<file path="src/rtl/dmem_arbiter.sv">
// dmem_arbiter: shares one data_mem between the core LSU (port 0) and a debug/DMA master (port 1),
// with core-priority-plus-starvation-guard or round-robin selection and registered per-port load data.
module dmem_arbiter #(
  parameter int MP_WIDTH     = 32,
  parameter int MP_CORE_PRIO = 1,
  parameter int MP_MAX_WAIT  = 8
) (
  input  logic                iclk,
  input  logic                irst,
  input  logic                ireq0,
  input  logic                ireq1,
  input  logic                iwen0,
  input  logic                iwen1,
  input  logic [1:0]          ibe0,
  input  logic [1:0]          ibe1,
  input  logic [MP_WIDTH-1:0] ipos0,
  input  logic [MP_WIDTH-1:0] ipos1,
  input  logic [MP_WIDTH-1:0] iwdata0,
  input  logic [MP_WIDTH-1:0] iwdata1,
  output logic                ognt0,
  output logic                ognt1,
  output logic [MP_WIDTH-1:0] ordata0,
  output logic [MP_WIDTH-1:0] ordata1,
  output logic                ordvalid0,
  output logic                ordvalid1,
  output logic                oerr0,
  output logic                oerr1,
  output logic [MP_WIDTH-1:0] omem_pos,
  output logic                omem_wen,
  output logic [1:0]          omem_be,
  output logic [MP_WIDTH-1:0] omem_wdata,
  input  logic [MP_WIDTH-1:0] imem_rdata
);
  localparam logic [7:0] MAXW = 8'(MP_MAX_WAIT);
  localparam logic PRIO = MP_CORE_PRIO != 0;
  logic                rlast_q, rlast_d;
  logic [7:0]          rwait_q, rwait_d;
  logic [MP_WIDTH-1:0] rdata0_q, rdata0_d, rdata1_q, rdata1_d;
  logic                rdv0_q, rdv0_d, rdv1_q, rdv1_d;
  logic                err0_q, err0_d, err1_q, err1_d;
  logic                g0, g1, bad0, bad1, ld0, ld1;
  always_comb begin
    bad0 = ibe0 == 2'b11;
    bad1 = ibe1 == 2'b11;
    // port 1 wins a tie only when starved (priority mode) or when port 0 went last (round-robin)
    g1 = ~irst & ireq1 & (~ireq0 | (PRIO ? rwait_q == MAXW : ~rlast_q));
    g0 = ~irst & ireq0 & ~g1;
    ld0 = g0 & ~iwen0 & ~bad0;
    ld1 = g1 & ~iwen1 & ~bad1;
    omem_pos = g1 ? ipos1 : ipos0;
    omem_be = g1 ? ibe1 : ibe0;
    omem_wdata = g1 ? iwdata1 : iwdata0;
    omem_wen = g1 ? iwen1 & ~bad1 : g0 & iwen0 & ~bad0;
    rlast_d = g1 | (rlast_q & ~g0);
    rwait_d = (!PRIO || !ireq1 || g1) ? 8'd0 : (rwait_q == MAXW ? MAXW : rwait_q + 8'd1);
    rdata0_d = ld0 ? imem_rdata : rdata0_q;
    rdata1_d = ld1 ? imem_rdata : rdata1_q;
    rdv0_d = ld0;
    rdv1_d = ld1;
    err0_d = g0 & bad0;
    err1_d = g1 & bad1;
  end
  always_ff @(posedge iclk or posedge irst) begin
    if (irst) begin
      rlast_q <= 1'b1;
      rwait_q <= '0;
      rdata0_q <= '0;
      rdata1_q <= '0;
      rdv0_q <= 1'b0;
      rdv1_q <= 1'b0;
      err0_q <= 1'b0;
      err1_q <= 1'b0;
    end else begin
      rlast_q <= rlast_d;
      rwait_q <= rwait_d;
      rdata0_q <= rdata0_d;
      rdata1_q <= rdata1_d;
      rdv0_q <= rdv0_d;
      rdv1_q <= rdv1_d;
      err0_q <= err0_d;
      err1_q <= err1_d;
    end
  end
  assign ognt0 = g0;
  assign ognt1 = g1;
  assign ordata0 = rdata0_q;
  assign ordata1 = rdata1_q;
  assign ordvalid0 = rdv0_q;
  assign ordvalid1 = rdv1_q;
  assign oerr0 = err0_q;
  assign oerr1 = err1_q;
endmodule

</file>
<file path="config.mk">
export PLATFORM = sky130hd
export DESIGN_NAME = dmem_arbiter
export DESIGN_NICKNAME = d
export VERILOG_FILES = /design/src/rtl/dmem_arbiter.sv
export SDC_FILE = /design/constraint.sdc
export NUM_CORES = 1
export LEC_CHECK = 0
export ABC_CLOCK_PERIOD_IN_PS = 7100
export BUFFER_PORTS_ARGS = -buffer_cell sky130_fd_sc_hd__buf_2
export CORE_AREA = 2 2 120 122
export CTS_CLUSTER_DIAMETER = 30
export CTS_CLUSTER_SIZE = 25
export DETAILED_ROUTE_END_ITERATION = 10
export DIE_AREA = 0 0 122 124
export PLACE_DENSITY = 0.64
export SLEW_MARGIN = 20
export SYNTH_ARGS = -nofsm -noshare
export SYNTH_HDL_FRONTEND = slang
export SYNTH_SLANG_ARGS = --single-unit
</file>
<file path="constraint.sdc">
create_clock -name iclk -period 7.1 [get_ports iclk]
set_clock_uncertainty 0.15 [all_clocks]
set_input_delay 1.42 -clock iclk [delete_from_list [all_inputs] [get_ports iclk]]
set_output_delay 1.42 -clock iclk [all_outputs]
set_load 0.01 [all_outputs]
</file>
## Yosys cells after proc, flatten, opt, wreduce, memory -nomap -nowiden

Cells that the tools add are included.
Widths: inputs -> output; s select.

| storage, ports and cells | value |
|---|---|
| flip-flop bits (word level) | 76 |

| operators by class | value |
|---|---|
| add/sub/neg operators | 1 |
| eq/ne operators | 3 |
| multiplexer cells | 6 |
| bitwise operators | 21 |
| reductions and logical operators | 2 |

Operator list:

| kind | count |
|---|---|
| $mux 32 | 2 |
| $mux 8 | 2 |
| $and 1x1->1 | 13 |
| $add 8x1->8 const B | 1 |
| $eq 8x4->1 const B | 1 |
| $not 1->1 | 7 |
| $eq 2x2->1 const B | 2 |
| $mux 2 | 1 |
| $logic_not 1->1 | 1 |
| $logic_or 1x1->1 | 1 |
| $mux 1 | 1 |
| $or 1x1->1 | 1 |

## Logic depth before layout (Yosys ltp)

| logic depth | value |
|---|---|
| word-level depth | 8 |
| mapped depth | 9 |
| mapped depth without buffers | 7 |

## Least setup slack after synthesis

No wires, ideal clock.

| timing path | value |
|---|---|
| path kind | input to output |
| start | in irst |
| end | out omem_be[1] |
| arrival time | 4.358 ns |
| data required time | 5.530 ns |
| setup slack | 1.172 ns |
| stages on the path | 7 |
| path through | inv_1 > nand2_1 > a21o_1 > buf_6 > buf_6 > inv_1 > mux2_2 |

| between the ends | value |
|---|---|
| word-level cells in the longest chain between the ends | 4 |

Ends and longest elaborated chain:

| item | RTL line | RTL |
|---|---|---|
| start: declaration | 9 | `input logic irst,` |
| $not 1->1 | 46 | `g1 = ~irst & ireq1 & (~ireq0 \| (PRIO ? rwait_q == MAXW : ~rlast_q));` |
| $and 1x1->1 (2 in a row) | 46 |  |
| via ognt1 | 21 | `output logic ognt1,` |
| $mux 2 | 51 | `omem_be = g1 ? ibe1 : ibe0;` |
| end: declaration | 30 | `output logic [1:0] omem_be,` |

The timed path passes the listed nets, and every way through them passes these cells.

## Worst setup path in the final report

| timing path | value |
|---|---|
| start | in ireq1 |
| end | out omem_be[1] |

| between the ends | value |
|---|---|
| word-level cells in the longest chain between the ends | 3 |

Ends and longest elaborated chain:

| item | RTL line | RTL |
|---|---|---|
| start: declaration | 11 | `input logic ireq1,` |
| $and 1x1->1 (2 in a row) | 46 |  |
| $mux 2 | 51 |  |

No other way between the ends.

==> metrics.md <==
| Metric | Value |
|---|---|
| CORE AREA | 13700 um2 |
| Share of layout cells above drive strength 1 | 79.2% |
| Fin. max-slew vios | 0 |
| Via count | 3404 |
| Synthesized net count | 442 |
| RSZ-0062 raised after global routing | false |
| Cell Count, Final, Fillers Out | 761 |
| H-Tree Depth | 3 |
| Post-route ant nets | 0 |
| Post-CTS Resized | 0 |
| Critical Path AT | 3280 ps |
| Hold Path Class | reg2reg |
| Maximum clock path buffer count | 2 |
| Starting DRT DRC Count | 129 |
| Clock latency on the worst-skew pair | 330 ps |
| Hold_ws | 348 ps |
| Clock transition at path regs | 60 ps |
| Gate Count Post-Synth | 270 |
| Global-route wire length before repair | 16800 um |
| Number of synthesized register bits | 76 |
| # Post-CTS Setup Buffers | 0 |
| Root Driver | clkbuf_16 |
| Rows | 43 |
| Kind of critical path | in2out |
| Boundary Pins | 307 |
| P_int | 0.00104 W |
| Setup crit start kind | input port |
| # setup viols final | 0 |
| Fin crit period | 4850 ps |
| Prevailing post-synth register cell | dfrtp_1 |
| Die X-Extent | 122 um |
| Routability Congestion | 0.778 |
| Share of flip-flops with an asynchronous set or reset | 100% |
| Post-Syn Area | 3820 um2 |
| Largest net degree at the start of global routing | 77 |
| Largest cells by area after synthesis | dfrtp_1 (50%), mux2_2 (36%), mux2_4 (2.8%) |
| DRC | 0 |
| First-pass DRT Iterations | 4 |
| Worst r2r src | rwait_q[0]$_DFF_PP0_ |
| Synth top area share | 49.8% |
| Setup_tns | 0 ps |
| DIE AREA | 15100 um2 |
| Placed Instances | 745 |
| Initial Util | 27.8% |
| Unique masters post-synth | 26 |
| Register area share after synthesis | 49.8% |
| Post-synth EDFFs | 0 |
| Routed len/inst | 15.6 um |
| Avg Cell Area, Syn | 14.1 um2 |
| Worst setup EP type | primary output |
| Slew headroom | 35.1% |
| Final Hold Viols | 0 |
| Run status | finished clean |
| Routed WL | 11900 um |
| Most instantiated library cell after synthesis | mux2_2 |
| Antenna diode count | 0 |
| Worst Path Max Fanout | 58 |
| DPL Wire Length | 9710 um |
| Peak VDD IR | 0.100 mV |
| Filler instances | 1282 |
| All-Layer GR Usage | 14.6% |
| Leak pwr | 3.06 nW |
| Most frequent cells after synthesis | mux2_2 (123), dfrtp_1 (76), buf_2 (8), nor2_1 (8), mux2_4 (7) |
| Ys Warns | 0 |
| Cts hold-fix bufs | 0 |
| NetSw | 0.000390 W |
| Die Height | 124 um |
| Critical path required time | 5530 ps |
| Vias in the first global route | 3356 |
| Worst setup path start | ireq1 |
| Worst Max-Slew Pin Slew | 973 ps |
| Max cap viols | 0 |
| Congestion Overflow GR | 0 |
| Initial antenna violation count | 1 |
| Comb pwr share | 25.7% |
| DR vias/cell | 4.47 |
| Clock network power share | 35.2% |
| Sequential fraction of design power | 39.1% |
| Clk sinks | 76 |
| Power per standard cell area | 245 nW/um2 |
| CTS tree | built |
| Hold path startpoint | ordata0[6]$_DFFE_PP0P_ |
| Tcrit/Tclk final | 68.3% |
| Port Buffers | 306 |
| Syn-to-layout area delta | 52.7% |
| Largest area contributor in the netlist | dfrtp_1 |
| Cts bufs inserted | 9 |
| Net Sw Frac | 27.4% |
| Peak Freq | 206 MHz |
| Final #Nets | 748 |
[state kept, by name, indices dropped and copies added, names as in the netlist]
name	cells
oerr0	1
oerr1	1
ordata0	32
ordata1	32
ordvalid0	1
ordvalid1	1
rwait_q	8
[final timing paths]
kind / end / slack [ps] / depth (start not counted)
setup / recovery: omem_be[1] / 2250 / 7
hold / removal: ordata0[6]$_DFFE_PP0P_ / 350 / 1
setup reg to reg: ordata1[24]$_DFFE_PP0P_ / 4230 / 7
hold reg to reg: ordata0[6]$_DFFE_PP0P_ / 350 / 1
max in group asynchronous: oerr1$_DFF_PP0_ / 4880 / 3
min in group asynchronous: rwait_q[3]$_DFF_PP0_ / 1250 / 3
[metal layers]
metal | routed length [um] | share of wire, % | vias up | GRT usage, %
met1 | 4970 | 42 | 1669 | 19.3
met4 | 104 | 0.87 | 0 | 4.81
li1 | - | - | 1582 | -
met5 | 0 | 0 | - | 0
met2 | 5910 | 50 | 145 | 23.0
met3 | 913 | 7.7 | 8 | 3.98
[final cells by class]
class / instances / area, um2 / area share, %
clock buffer: 10 / 239 / 4.10
timing repair buffer: 310 / 1560 / 26.8
inverter: 6 / 22.5 / 0.386
tap: 180 / 225 / 3.86
multi-input combinational: 173 / 1780 / 30.6
sequential: 76 / 1900 / 32.6
clock inverter: 6 / 96.3 / 1.65
[per-stage QoR]
| step | utilization (%) | total power (W) | setup slack, ps | cell area, um2 |
|---|---|---|---|---|
| final | 42.5 | 0.00143 | 2250 | 5830 |
| after CTS | 42.5 | 0.00145 | 2260 | 5830 |
| after floorplan | - | 0.000750 | 1170 | 3820 |
| after global placement | 40.0 | 0.000927 | 2390 | 5490 |
| after global routing | 42.5 | 0.00150 | 2100 | 5830 |
| after detailed placement | 40.0 | 0.000939 | 2270 | 5490 |
[critical path, cell delays in order]
cell and delay, ps:
buf_2 130, nand2_1 140, a21o_2 260, buf_4 620
inv_1 190, mux2_2 320, buf_2 140
[power by group through the flow]
| stage | registers (W) | clock network, W | logic [W] |
|---|---|---|---|
| 3_5_place_dp | 0.000566 | 0 | 0.000372 |
| 2_1_floorplan | 0.000606 | 0 | 0.000145 |
| 3_3_place_gp | 0.000562 | 0 | 0.000365 |
| 6_report | 0.000557 | 0.000502 | 0.000367 |
| 5_1_grt | 0.000569 | 0.000539 | 0.000397 |
| 4_1_cts | 0.000559 | 0.000520 | 0.000373 |
[placed cells by master (no fill, tap or decap), types with 2 or more instances in the layout]
| cell | instances |
|---|---|
| xnor2_1 | 2 |
| clkinv_4 | 2 |
| nor2_1 | 8 |
| bufinv_16 | 2 |
| nand3_1 | 6 |
| buf_4 | 4 |
| ha_1 | 2 |
| inv_1 | 5 |
| mux2_2 | 123 |
| clkbuf_16 | 9 |
| buf_2 | 306 |
| nand2_1 | 5 |
| dfrtp_1 | 76 |
| and3_1 | 3 |
| mux2_4 | 7 |
| xor2_1 | 4 |
[logic make-up after synthesis]
kind of cell             share of synthesized area, %
adder cells (fa/ha/maj)                         0.656
AND/OR/NAND/NOR                                  3.84
AO/OA/AOI/OAI                                    1.74
flip-flops                                       49.8
XOR/XNOR                                         1.38
multiplexers                                     39.0
buffers and inverters                            3.51
(Power assumes the default switching activity.)
